<file path="config.mk">
export PLATFORM = sky130hd
export DESIGN_NAME = simple_spi_master
export DESIGN_NICKNAME = d
export VERILOG_FILES = /design/src/rtl/simple_spi_master.sv
export SDC_FILE = /design/constraint.sdc
export NUM_CORES = 1
export LEC_CHECK = 0
export CAP_MARGIN = 40
export CORE_MARGIN = 2
export CORE_UTILIZATION = 50
export CTS_CLUSTER_SIZE = 20
export DETAILED_ROUTE_END_ITERATION = 6
export GPL_TIMING_DRIVEN = 0
export HOLD_SLACK_MARGIN = 0.08
export PLACE_DENSITY = 0.78
export SYNTH_ARGS = -nofsm -noshare
export SYNTH_HDL_FRONTEND = slang
export SYNTH_SLANG_ARGS = --single-unit
</file>
<file path="constraint.sdc">
create_clock -name clk -period 1.9 [get_ports clk]
set_input_delay 0.285 -clock clk [delete_from_list [all_inputs] [get_ports clk]]
set_output_delay 0.285 -clock clk [all_outputs]
set_load 0.03 [all_outputs]
</file>
<file path="src/rtl/simple_spi_master.sv">
// -----------------------------------------------------------------------------
// simple_spi_master
//
// Controller-side SPI engine. One accepted request becomes one complete
// transaction:
//   1. CS is driven low.
//   2. The command is shifted out LSB-first.
//   3. SCK is held low for a gap so the peripheral can stage its reply.
//   4. The data word is exchanged LSB-first in both directions.
//   5. CS is released and the captured reply is returned with a done pulse.
//
// SCK idles low. SDO is set up while SCK is low, and SDI is sampled on the
// clk edge that raises SCK.
//
// Ports
//   clk            system clock, rising edge
//   rst_n          asynchronous active-low reset
//   start          transaction request, sampled only while busy = 0
//   command        command bits, captured on acceptance
//   word_to_send   data word, captured on acceptance
//   busy           high from the cycle after acceptance to the end of CS recovery
//   done           one-cycle pulse, word_received valid in the same cycle
//   word_received  word shifted in during the data phase, held until next done
//   cs             chip select, active low
//   sck            serial clock
//   sdo            controller-to-peripheral data
//   sdi            peripheral-to-controller data
// -----------------------------------------------------------------------------
`timescale 1ns/1ps

module simple_spi_master #(
    parameter int COMMAND_SIZE = 8,
    parameter int WORD_SIZE    = 32,
    parameter int HALF_PERIOD  = 4,
    parameter int GAP_CYCLES   = 8,
    parameter int CS_IDLE      = 8
) (
    input  logic                    clk,
    input  logic                    rst_n,
    input  logic                    start,
    input  logic [COMMAND_SIZE-1:0] command,
    input  logic [WORD_SIZE-1:0]    word_to_send,
    output logic                    busy,
    output logic                    done,
    output logic [WORD_SIZE-1:0]    word_received,
    output logic                    cs,
    output logic                    sck,
    output logic                    sdo,
    input  logic                    sdi
);

    localparam int TOTAL = COMMAND_SIZE + WORD_SIZE;
    localparam int BW    = $clog2(TOTAL + 1);

    // One timer serves every timed phase, so it is sized for the longest one.
    localparam int TMAX_A = (HALF_PERIOD > GAP_CYCLES) ? HALF_PERIOD : GAP_CYCLES;
    localparam int TMAX   = (TMAX_A > CS_IDLE) ? TMAX_A : CS_IDLE;
    localparam int TW     = $clog2(TMAX + 1);

    localparam logic [TW-1:0] HP_LAST   = TW'(HALF_PERIOD - 1);
    localparam logic [TW-1:0] GAP_LAST  = TW'((GAP_CYCLES > 0) ? GAP_CYCLES - 1 : 0);
    localparam logic [TW-1:0] IDLE_LAST = TW'(CS_IDLE - 1);
    localparam logic [BW-1:0] CMD_LAST  = BW'(COMMAND_SIZE - 1);
    localparam logic [BW-1:0] DATA_LAST = BW'(TOTAL - 1);

    typedef enum logic [2:0] {
        IDLE,
        CMD,
        GAP,
        DATA,
        HOLD,
        RECOVER
    } state_t;

    state_t                 state;
    logic [TW-1:0]          timer;
    logic [BW-1:0]          bit_cnt;
    // Command and word share one transmit register. Once the command bits have
    // shifted out, bit 0 already holds word_to_send[0].
    logic [TOTAL-1:0]       tx;
    logic [WORD_SIZE-1:0]   rx;

    // NOTE: every register here, shift registers included, is cleared by the
    // async reset, so an aborted transaction leaves no stale data behind.
    always_ff @(posedge clk or negedge rst_n) begin
        if (!rst_n) begin
            state         <= IDLE;
            timer         <= '0;
            bit_cnt       <= '0;
            tx            <= '0;
            rx            <= '0;
            word_received <= '0;
            busy          <= 1'b0;
            done          <= 1'b0;
            cs            <= 1'b1;
            sck           <= 1'b0;
            sdo           <= 1'b0;
        end else begin
            // NOTE: state uses non-blocking assignments. A later assignment in
            // the same branch (e.g. done below) overrides this default.
            done <= 1'b0;

            case (state)
                IDLE: begin
                    if (start) begin
                        tx      <= {word_to_send, command};
                        rx      <= '0;
                        bit_cnt <= '0;
                        timer   <= '0;
                        cs      <= 1'b0;
                        sck     <= 1'b0;
                        sdo     <= command[0];
                        busy    <= 1'b1;
                        state   <= CMD;
                    end
                end

                CMD, DATA: begin
                    if (timer != HP_LAST) begin
                        timer <= timer + 1'b1;
                    end else begin
                        timer <= '0;
                        if (!sck) begin
                            // Rising edge: capture sdi (meaningful only in DATA).
                            sck <= 1'b1;
                            if (state == DATA) begin
                                rx <= {sdi, rx[WORD_SIZE-1:1]};
                            end
                        end else begin
                            // Falling edge: advance to the next bit.
                            sck     <= 1'b0;
                            tx      <= tx >> 1;
                            bit_cnt <= bit_cnt + 1'b1;
                            sdo     <= tx[1];
                            if (state == CMD && bit_cnt == CMD_LAST) begin
                                if (GAP_CYCLES > 0) begin
                                    sdo   <= 1'b0;
                                    state <= GAP;
                                end else begin
                                    state <= DATA;
                                end
                            end else if (state == DATA && bit_cnt == DATA_LAST) begin
                                sdo   <= 1'b0;
                                state <= HOLD;
                            end
                        end
                    end
                end

                GAP: begin
                    if (timer != GAP_LAST) begin
                        timer <= timer + 1'b1;
                    end else begin
                        timer <= '0;
                        sdo   <= tx[0];
                        state <= DATA;
                    end
                end

                HOLD: begin
                    if (timer != HP_LAST) begin
                        timer <= timer + 1'b1;
                    end else begin
                        timer         <= '0;
                        cs            <= 1'b1;
                        done          <= 1'b1;
                        word_received <= rx;
                        state         <= RECOVER;
                    end
                end

                RECOVER: begin
                    if (timer != IDLE_LAST) begin
                        timer <= timer + 1'b1;
                    end else begin
                        timer <= '0;
                        busy  <= 1'b0;
                        state <= IDLE;
                    end
                end

                default: state <= IDLE;
            endcase
        end
    end

endmodule

</file>
Word level (Yosys, flattened, before mapping)

Index checks and enable logic that the tools add are counted.

Equal/unequal tests: 18
Shift operators: 0
$add $sub $neg: 2
Bitwise logic cells: 1
Multiplexer cells: 44
Multiply operators: 0
Magnitude comparators: 0
Reductions and logical operators: 20
Divide/modulo/power cells: 0

Operators by type and width:

| operator                                             | count |
|---|---|
| 2-to-1 mux 32 bit                                    | 4 |
| 2-to-1 mux 40 bit                                    | 3 |
| one-hot mux 40 bit (2 select lines)                  | 1 |
| one-hot mux 32 bit (2 select lines)                  | 1 |
| 2-to-1 mux 3 bit                                     | 8 |
| 2-to-1 mux 6 bit                                     | 3 |
| inequality test 2 bit (second input constant)        | 8 |
| one-hot mux 3 bit (5 select lines)                   | 1 |
| 2-to-1 mux 1 bit                                     | 14 |
| 2-to-1 mux 4 bit                                     | 3 |
| one-hot mux 4 bit (3 select lines)                   | 1 |
| one-hot mux 6 bit (2 select lines)                   | 1 |
| AND reduction 5 bit                                  | 2 |
| AND reduction 3 bit                                  | 3 |
| AND reduction 7 bit                                  | 1 |
| adder 6 x 1 -> 6 bit (second input constant)         | 1 |
| equality test 3 x 2 -> 1 bit (second input constant) | 2 |
| equality test 3 bit (second input constant)          | 2 |
| equality test 6 x 3 -> 1 bit (second input constant) | 1 |
| equality test 6 bit (second input constant)          | 1 |
| one-hot mux 1 bit (2 select lines)                   | 3 |
| nonzero test 2 bit                                   | 3 |
| nonzero test 3 bit                                   | 2 |
| adder 4 x 1 -> 4 bit (second input constant)         | 1 |
| other kinds (12)                                     | 15 |

Register bits after elaboration: 122
Bits in read-only memories: 0
Latch bits: 0
Memories: 0
Input port bits: 44
Output and inout bits: 37
Logic and storage cells: 96
Bits in writable memories: 0

Depth between registers and ports, before layout

Gate-level depths: netlist (run 1).

Word-level depth: 7
Mapped depth: 7
Mapped depth without buffers: 5

Least setup slack after synthesis (run 1)

OpenSTA, ideal clock, no wires.

Path type: register to register
Start point: reg timer[0]
End point: reg rx[10]
Library setup time: 0.133 ns
Buffers on the path: 2
Data arrival time: 1.565 ns
Clock period less this slack: 1.699 ns
Cell stages (with the launch flop): 7
Setup slack: 0.201 ns
Required time: 1.767 ns
Path through: dfrtp_1 ha_1 nor3b_4 and4_1 buf_2 clkbuf_1 o21ai_0

Longest elaborated chain between the ends: 3

Ends and longest elaborated chain:

| item                                   | line | RTL |
|---|---|---|
| start: declaration                     | 76   | `logic [TW-1:0] timer;` |
| start signal: assignment               | 120  | `timer <= timer + 1'b1;` |
| start signal: assignment               | 152  | `timer <= timer + 1'b1;` |
| start signal: assignment               | 162  | `timer <= timer + 1'b1;` |
| inequality test 4 x 2 -> 1 bit         | 119  | `if (timer != HP_LAST) begin` |
| inequality test 2 bit (no source line) | n/a  |  |
| AND reduction 5 bit (no source line)   | n/a  |  |
| end signal: assignment                 | 127  | `rx <= {sdi, rx[WORD_SIZE-1:1]};` |
| end: declaration                       | 81   | `logic [WORD_SIZE-1:0] rx;` |

Every way passes these cells.
A chain may end at the register's enable or synchronous reset.

Worst setup path in the final report (run 1)

Start point: reg word_received[3]
End point: out word_received[3]

RTL lines:

| item                     | line | RTL |
|---|---|---|
| start: declaration       | 45   | `output logic [WORD_SIZE-1:0] word_received,` |
| start signal: assignment | 167  | `word_received <= rx;` |

No word-level cell between the ends.

==> results of run 1 <==
area by class of cell:
class | instances | area [µm²] | share of cell area [%]
Sequential cell | 122 | 3060 | 42.4
Multi-Input combinational cell | 349 | 2170 | 30.1
Timing Repair Buffer | 83 | 852 | 11.8
Clock buffer | 19 | 442 | 6.12
Buffer | 34 | 248 | 3.43
Clock inverter | 13 | 245 | 3.40
Tap cell | 140 | 175 | 2.43
Inverter | 7 | 26.3 | 0.364
registers in the layout, indices dropped and copies added, names as in the netlist, 3 cells and up:
signal	count
tx	40
rx	32
word_received	32
bit_cnt	6
timer	4
state	3
layer usage:
metal,wire length (µm),vias to the layer above,global-route usage (%),part of all wire (%)
li1,-,1962,-,-
met1,5250,2078,27.3,44
met2,5980,89,35.9,50
met3,450,25,5.24,3.8
met4,266,0,7.51,2.2
met5,0,-,0,0
timing repair:
item                                    CTS  global route
setup buffers                             1             0
hold buffers                              1             0
endpoints found under the setup margin   60            52
endpoints found under the hold margin    36             0
gates resized for setup                   7            10
cells by family (layout without fill, tap and decap cells):
family | count (synthesis) | after routing
DFF | 122 | 122
adders and majority gates | 3 | 3
muxes | 35 | 35
buffers and inverters | 41 | 156
and+or+nand+nor | 204 | 204
xor gates and xnor gates | 4 | 4
AOI/OAI and AO/OA | 103 | 103
power by group:
| part | leakage [nW] | internal (mW) | switching, mW | total [mW] |
|---|---|---|---|---|
| Clock | 0.334 | 2.59 | 1.12 | 3.71 |
| Sequential | 1.41 | 3.47 | 0.701 | 4.17 |
| Combinational | 1.52 | 1.14 | 1.31 | 2.46 |
| Total | 3.26 | 7.20 | 3.14 | 10.3 |
cells in the final DEF, fill, tap and decap left out, types with 4 or more instances in the layout:
master,n
buf_4,7
clkinv_2,4
nor2b_1,4
a31oi_1,6
xnor2_1,4
nand2_1,89
nand3_1,6
clkbuf_16,16
inv_1,7
o21ai_0,41
nor2_1,84
clkdlybuf4s50_1,74
nand2b_1,4
dfrtp_1,119
a21oi_1,10
buf_2,11
mux2_2,25
buf_6,11
bufinv_16,7
o22ai_1,6
mux2_1,7
o22ai_2,30
metrics by stage:
stage | std cells | cell area, µm² | util (%) | TNS, ns
floorplan | 512 | 5460 | - | 0
global placement | 732 | 6440 | 59.9 | -493.95
detailed placement | 733 | 6470 | 60.2 | -10.53
CTS | 767 | 7180 | 66.9 | 0
global route | 767 | 7220 | 67.2 | -0.00210
finish | 767 | 7220 | 67.2 | 0
worst max path at each step:
stage / startpoint / end / slack (ns) / cells after the start
after floorplan: timer[0] / rx[10] / 0.20 / 6
after global placement: rst_n / tx[8] / -4.00 / 1
after detailed placement: timer[1] / rx[13] / -0.15 / 6
after CTS: timer[0] / rx[5] / 0.02 / 6
after global routing: state[2] / rx[12] / -0.002 / 7
final: word_received[3] / word_received[3] / 0.06 / 1
==> impl_metrics.env, run 1 <==
export IMPL_fillCellCount=773
export IMPL_place_congestion=0.859
export IMPL_period_needed_ns=1.84
export IMPL_yosysWarnings=0
export IMPL_overflow=0
export IMPL_finalHoldViolCount=0
export IMPL_synth_async_reset_ratio_pct=100
export IMPL_r2r_end="rx[5]"
export IMPL_io_pins=81
export IMPL_grt_max_degree=89
export IMPL_p_leak_nw=3.26
export IMPL_ys_seq_elements=122
export IMPL_cts_root_buf="clkbuf_8"
export IMPL_path_cells="clkdlybuf4s50_1"
export IMPL_worst_slew_pin_slew_ns=0.553
export IMPL_start_util_pct=50.8
export IMPL_diodes=0
export IMPL_ys_top_cells_by_count="121 x dfrtp_1, 89 x nand2_1, 84 x nor2_1"
export IMPL_avgSynthCellArea_um2=10.7
export IMPL_worst_path_largest_cell_delay_ns=0.68
export IMPL_hpwl_mm=7.90
export IMPL_p_per_area_nw_per_um2=1430
export IMPL_finalMaxSlewViolations=0
export IMPL_ir_drop_v=0.000687
export IMPL_die_h_um=109
export IMPL_whs_ns=0.249
export IMPL_drt_iter0_markers=249
export IMPL_avgViaCountPerCell=5.42
export IMPL_ys_flop_type="dfrtp_1"
export IMPL_hold_class="in2async"
export IMPL_critPathSlowestCell="clkdlybuf4s50_1"
export IMPL_synth_compound_area_share_pct=14.5
export IMPL_ys_seq_area_share_pct=55.9
export IMPL_syn2layout_area_growth_pct=32.1
export IMPL_setup_slack_ns=0.0573
export IMPL_cts_sinks=122
export IMPL_post_route_drc_count=0
export IMPL_layout_worst_path_cycle_share_pct=97.0
export IMPL_worstPathRequired_ns=1.62
export IMPL_clock_path_buffers=2
export IMPL_power_total_mw=10.3
export IMPL_start_kind="flop"
export IMPL_drt_pass1_iterations=4
export IMPL_yosys_area_share_simple_pct=16.4
export IMPL_antenna_found_initial=0
export IMPL_nets=660
export IMPL_crit_buf_inv=1
export IMPL_dieArea_um2=11800
export IMPL_syn_num_nets=558
export IMPL_synth_top_area_share_pct=55.4
export IMPL_cts_tree="built"
export IMPL_cts_buffers=17
export IMPL_synth_area_top_cells="dfrtp_1 55%, o22ai_2 6.9%, nand2_1 6.1%"
export IMPL_core_um2=10700
export IMPL_synthDistinctLibCells=48
export IMPL_timing_slew_headroom_pct=63.1
export IMPL_synth_top_family_by_area="simple AND/OR/NAND/NOR gates"
export IMPL_ant_nets=0
export IMPL_h_tree_depth=4
export IMPL_clkSlewWorstSetupHoldPaths_ns=0.06
export IMPL_drt_wirelength_per_cell_um=15.6
export IMPL_synth_top_area_cell="dfrtp_1"
export IMPL_via_count=4154
export IMPL_rsz0062_at_grt="yes"
export IMPL_grt_pass1_vias=4159
export IMPL_grt_pass1_wl_mm=19.7
export IMPL_clk_latency_ns=0.51
export IMPL_clock_skew_final_ns=0.00724
export IMPL_max_freq_ghz=0.543
export IMPL_r2r_cells=6
export IMPL_synth_edf_count=0
export IMPL_r2r_setup_slack_ns=0.10
export IMPL_yosysMostFrequentCell="dfrtp_1"
export IMPL_die_w_um=109
export IMPL_r2r_start="state[0]"
export IMPL_worst_ep_arrival_time_ns=1.56
export IMPL_outcome="complete, no violations"
export IMPL_critPathCaptureType="output port"
export IMPL_synthMuxAreaShare_pct=7.15
export IMPL_drv_cap=0
export IMPL_finalWirelength_mm=11.9
export IMPL_syn_inst=512
export IMPL_synth_xor_xnor_area_share_pct=0.641
export IMPL_synth_adder_area_share_pct=0.641
export IMPL_setup_viol=0
export IMPL_row_count=38
export IMPL_grt_total_usage_pct=21.5
export IMPL_layout_drive_gt1_share_pct=20.9
export IMPL_io_buffers=80
export IMPL_worstSetupPathType="reg2out"
export IMPL_dp_slack_ns=-0.149
export IMPL_crit_family="buffers and inverters"
export IMPL_crit_path_max_fanout=2
export IMPL_syn_cell_area_um2=5460
(Power assumes the default switching activity.)
==> run 2: changes to the inputs <==
==> constraint.sdc (replaced) <==
create_clock -name clk -period 1.9 [get_ports clk]
set_input_delay 0.475 -clock clk [delete_from_list [all_inputs] [get_ports clk]]
set_output_delay 0.475 -clock clk [all_outputs]
set_load 0.03 [all_outputs]
==> run 2 against run 1 <==
Die area did not move. Final area shrank 0.68%. Sequential share of layout area grew 0.29 points. Global-route usage barely moved. Wire length fell by 0.18%. Critical path depth is the same. Hold slack gained 0.19 ns. Worst setup slack improved by 0.018 ns. Utilization is 0.45 points lower. Flip-flop and latch count unchanged.
==> impl_metrics.env, run 2 (same netlist as run 1, synthesis figures left out) <==
export IMPL_post_route_drc_count=0
export IMPL_largest_reg_flops=40
export IMPL_die_h_um=109
export IMPL_worst_path_largest_cell_delay_ns=0.42
export IMPL_h_tree_depth=4
export IMPL_ant_nets=0
export IMPL_top_regs="tx: 40 flops, rx: 32 flops, word_received: 32 flops"
export IMPL_grt_total_usage_pct=21.5
export IMPL_cts_tree="built"
export IMPL_worstPathRequired_ns=1.42
export IMPL_cts_buffers=17
export IMPL_period_needed_ns=1.82
export IMPL_finalHoldViolCount=0
export IMPL_dp_slack_ns=-0.326
export IMPL_place_congestion=0.859
export IMPL_io_buffers=80
export IMPL_p_per_area_nw_per_um2=1440
export IMPL_via_count=4160
export IMPL_critPathSlowestCell="dfrtp_1"
export IMPL_avgViaCountPerCell=5.42
export IMPL_io_pins=81
export IMPL_p_leak_nw=3.37
export IMPL_dieArea_um2=11800
export IMPL_timing_slew_headroom_pct=63.0
export IMPL_die_w_um=109
export IMPL_largest_register="tx"
export IMPL_drv_cap=0
export IMPL_syn2layout_area_growth_pct=31.2
export IMPL_r2r_setup_slack_ns=0.11
export IMPL_antenna_found_initial=0
export IMPL_finalSetupTns_ns=0
export IMPL_clk_latency_ns=0.52
export IMPL_rsz0062_at_grt="yes"
export IMPL_crit_path_start="sck"
export IMPL_power_total_mw=10.3
export IMPL_hold_class="in2async"
export IMPL_finalWirelength_mm=11.9
export IMPL_max_freq_ghz=0.548
export IMPL_drt_iter0_markers=239
export IMPL_overflow=0
export IMPL_setup_slack_ns=0.0758
export IMPL_start_util_pct=50.8
export IMPL_outcome="complete, no violations"
export IMPL_critPathCaptureType="output port"
export IMPL_worst_slew_pin_slew_ns=0.553
export IMPL_row_count=38
export IMPL_nets=660
export IMPL_grt_pass1_vias=4153
export IMPL_drt_pass1_iterations=4
export IMPL_worstSetupPathType="reg2out"
export IMPL_ir_drop_v=0.000701
export IMPL_crit_buf_inv=1
export IMPL_layout_drive_gt1_share_pct=21.1
export IMPL_crit_family="flip-flops"
export IMPL_final_area_um2=7170
export IMPL_clkSlewWorstSetupHoldPaths_ns=0.06
export IMPL_grt_max_degree=89
export IMPL_grt_pass1_wl_mm=19.7
export IMPL_crit_path_max_fanout=5
export IMPL_start_kind="flop"
export IMPL_core_um2=10700
export IMPL_placed_cell_area_um2=6470
export IMPL_hpwl_mm=7.90
export IMPL_r2r_start="state[0]"
export IMPL_path_cells="dlygate4sd2_1"
export IMPL_clock_path_buffers=2
export IMPL_finalMaxSlewViolations=0
export IMPL_diodes=0
export IMPL_layout_worst_path_cycle_share_pct=96.0
export IMPL_worst_ep_arrival_time_ns=1.35
export IMPL_clock_skew_final_ns=0.00795
export IMPL_setup_viol=0
export IMPL_cts_root_buf="clkbuf_8"
export IMPL_layout_common_cells="119 x dfrtp_1, 89 x nand2_1, 84 x nor2_1"
export IMPL_layout_commonest_cell="dfrtp_1"
export IMPL_drt_wirelength_per_cell_um=15.5
export IMPL_cts_sinks=122
-- run 2: layer usage --
metal  track usage, %  share of wire (%)  wire (µm)
met5                0                  0          0
met1             27.2                 44       5260
met4             7.51                2.1        252
met3             5.30                4.1        486
met2             35.9                 50       5930
-- run 2: final timing paths --
kind / end / cells after the start
max in group asynchronous: cs / 3
hold reg to reg: cs / 2
hold / removal: word_received[17] / 2
setup / recovery: sck / 1
min in group clk: cs / 2
setup reg to reg: rx[5] / 6
-- run 2: where the power goes --
part / total (mW) / internal (mW) / leakage (nW) / switching (mW)
registers: 4.17 / 3.47 / 1.41 / 0.697
logic: 2.45 / 1.14 / 1.62 / 1.31
clock network: 3.71 / 2.59 / 0.334 / 1.12
total: 10.3 / 7.20 / 3.37 / 3.13
-- run 2: timing repair --
| item | 4_1_cts | 5_1_grt |
|---|---|---|
| endpoints found under the hold margin | 34 | 0 |
| endpoints found under the setup margin | 95 | 49 |
| resized for setup | 44 | 7 |
| hold buffers | 1 | 0 |
| gates cloned | 0 | 0 |
| pin swaps | 0 | 0 |
| setup buffers | 1 | 0 |
-- run 2: per-stage QoR --
stage          hold slack, ns  std cells  utilization (%)
5_1_grt                 0.470        767             66.7
4_1_cts                 0.418        767             66.5
3_3_place_gp            0.460        732             59.9
2_1_floorplan           0.179        512                -
3_5_place_dp            0.395        733             60.2
6_report                0.437        767             66.7
-- run 2: cell type report --
class / count / area, µm²
clock buffer: 19 / 442
sequential: 122 / 3060
clock inverter: 13 / 245
buffer: 34 / 248
timing repair buffer: 83 / 803
multi-input combinational: 349 / 2170
inverter: 7 / 26.3
tap: 140 / 175
fill: 800 / 3580
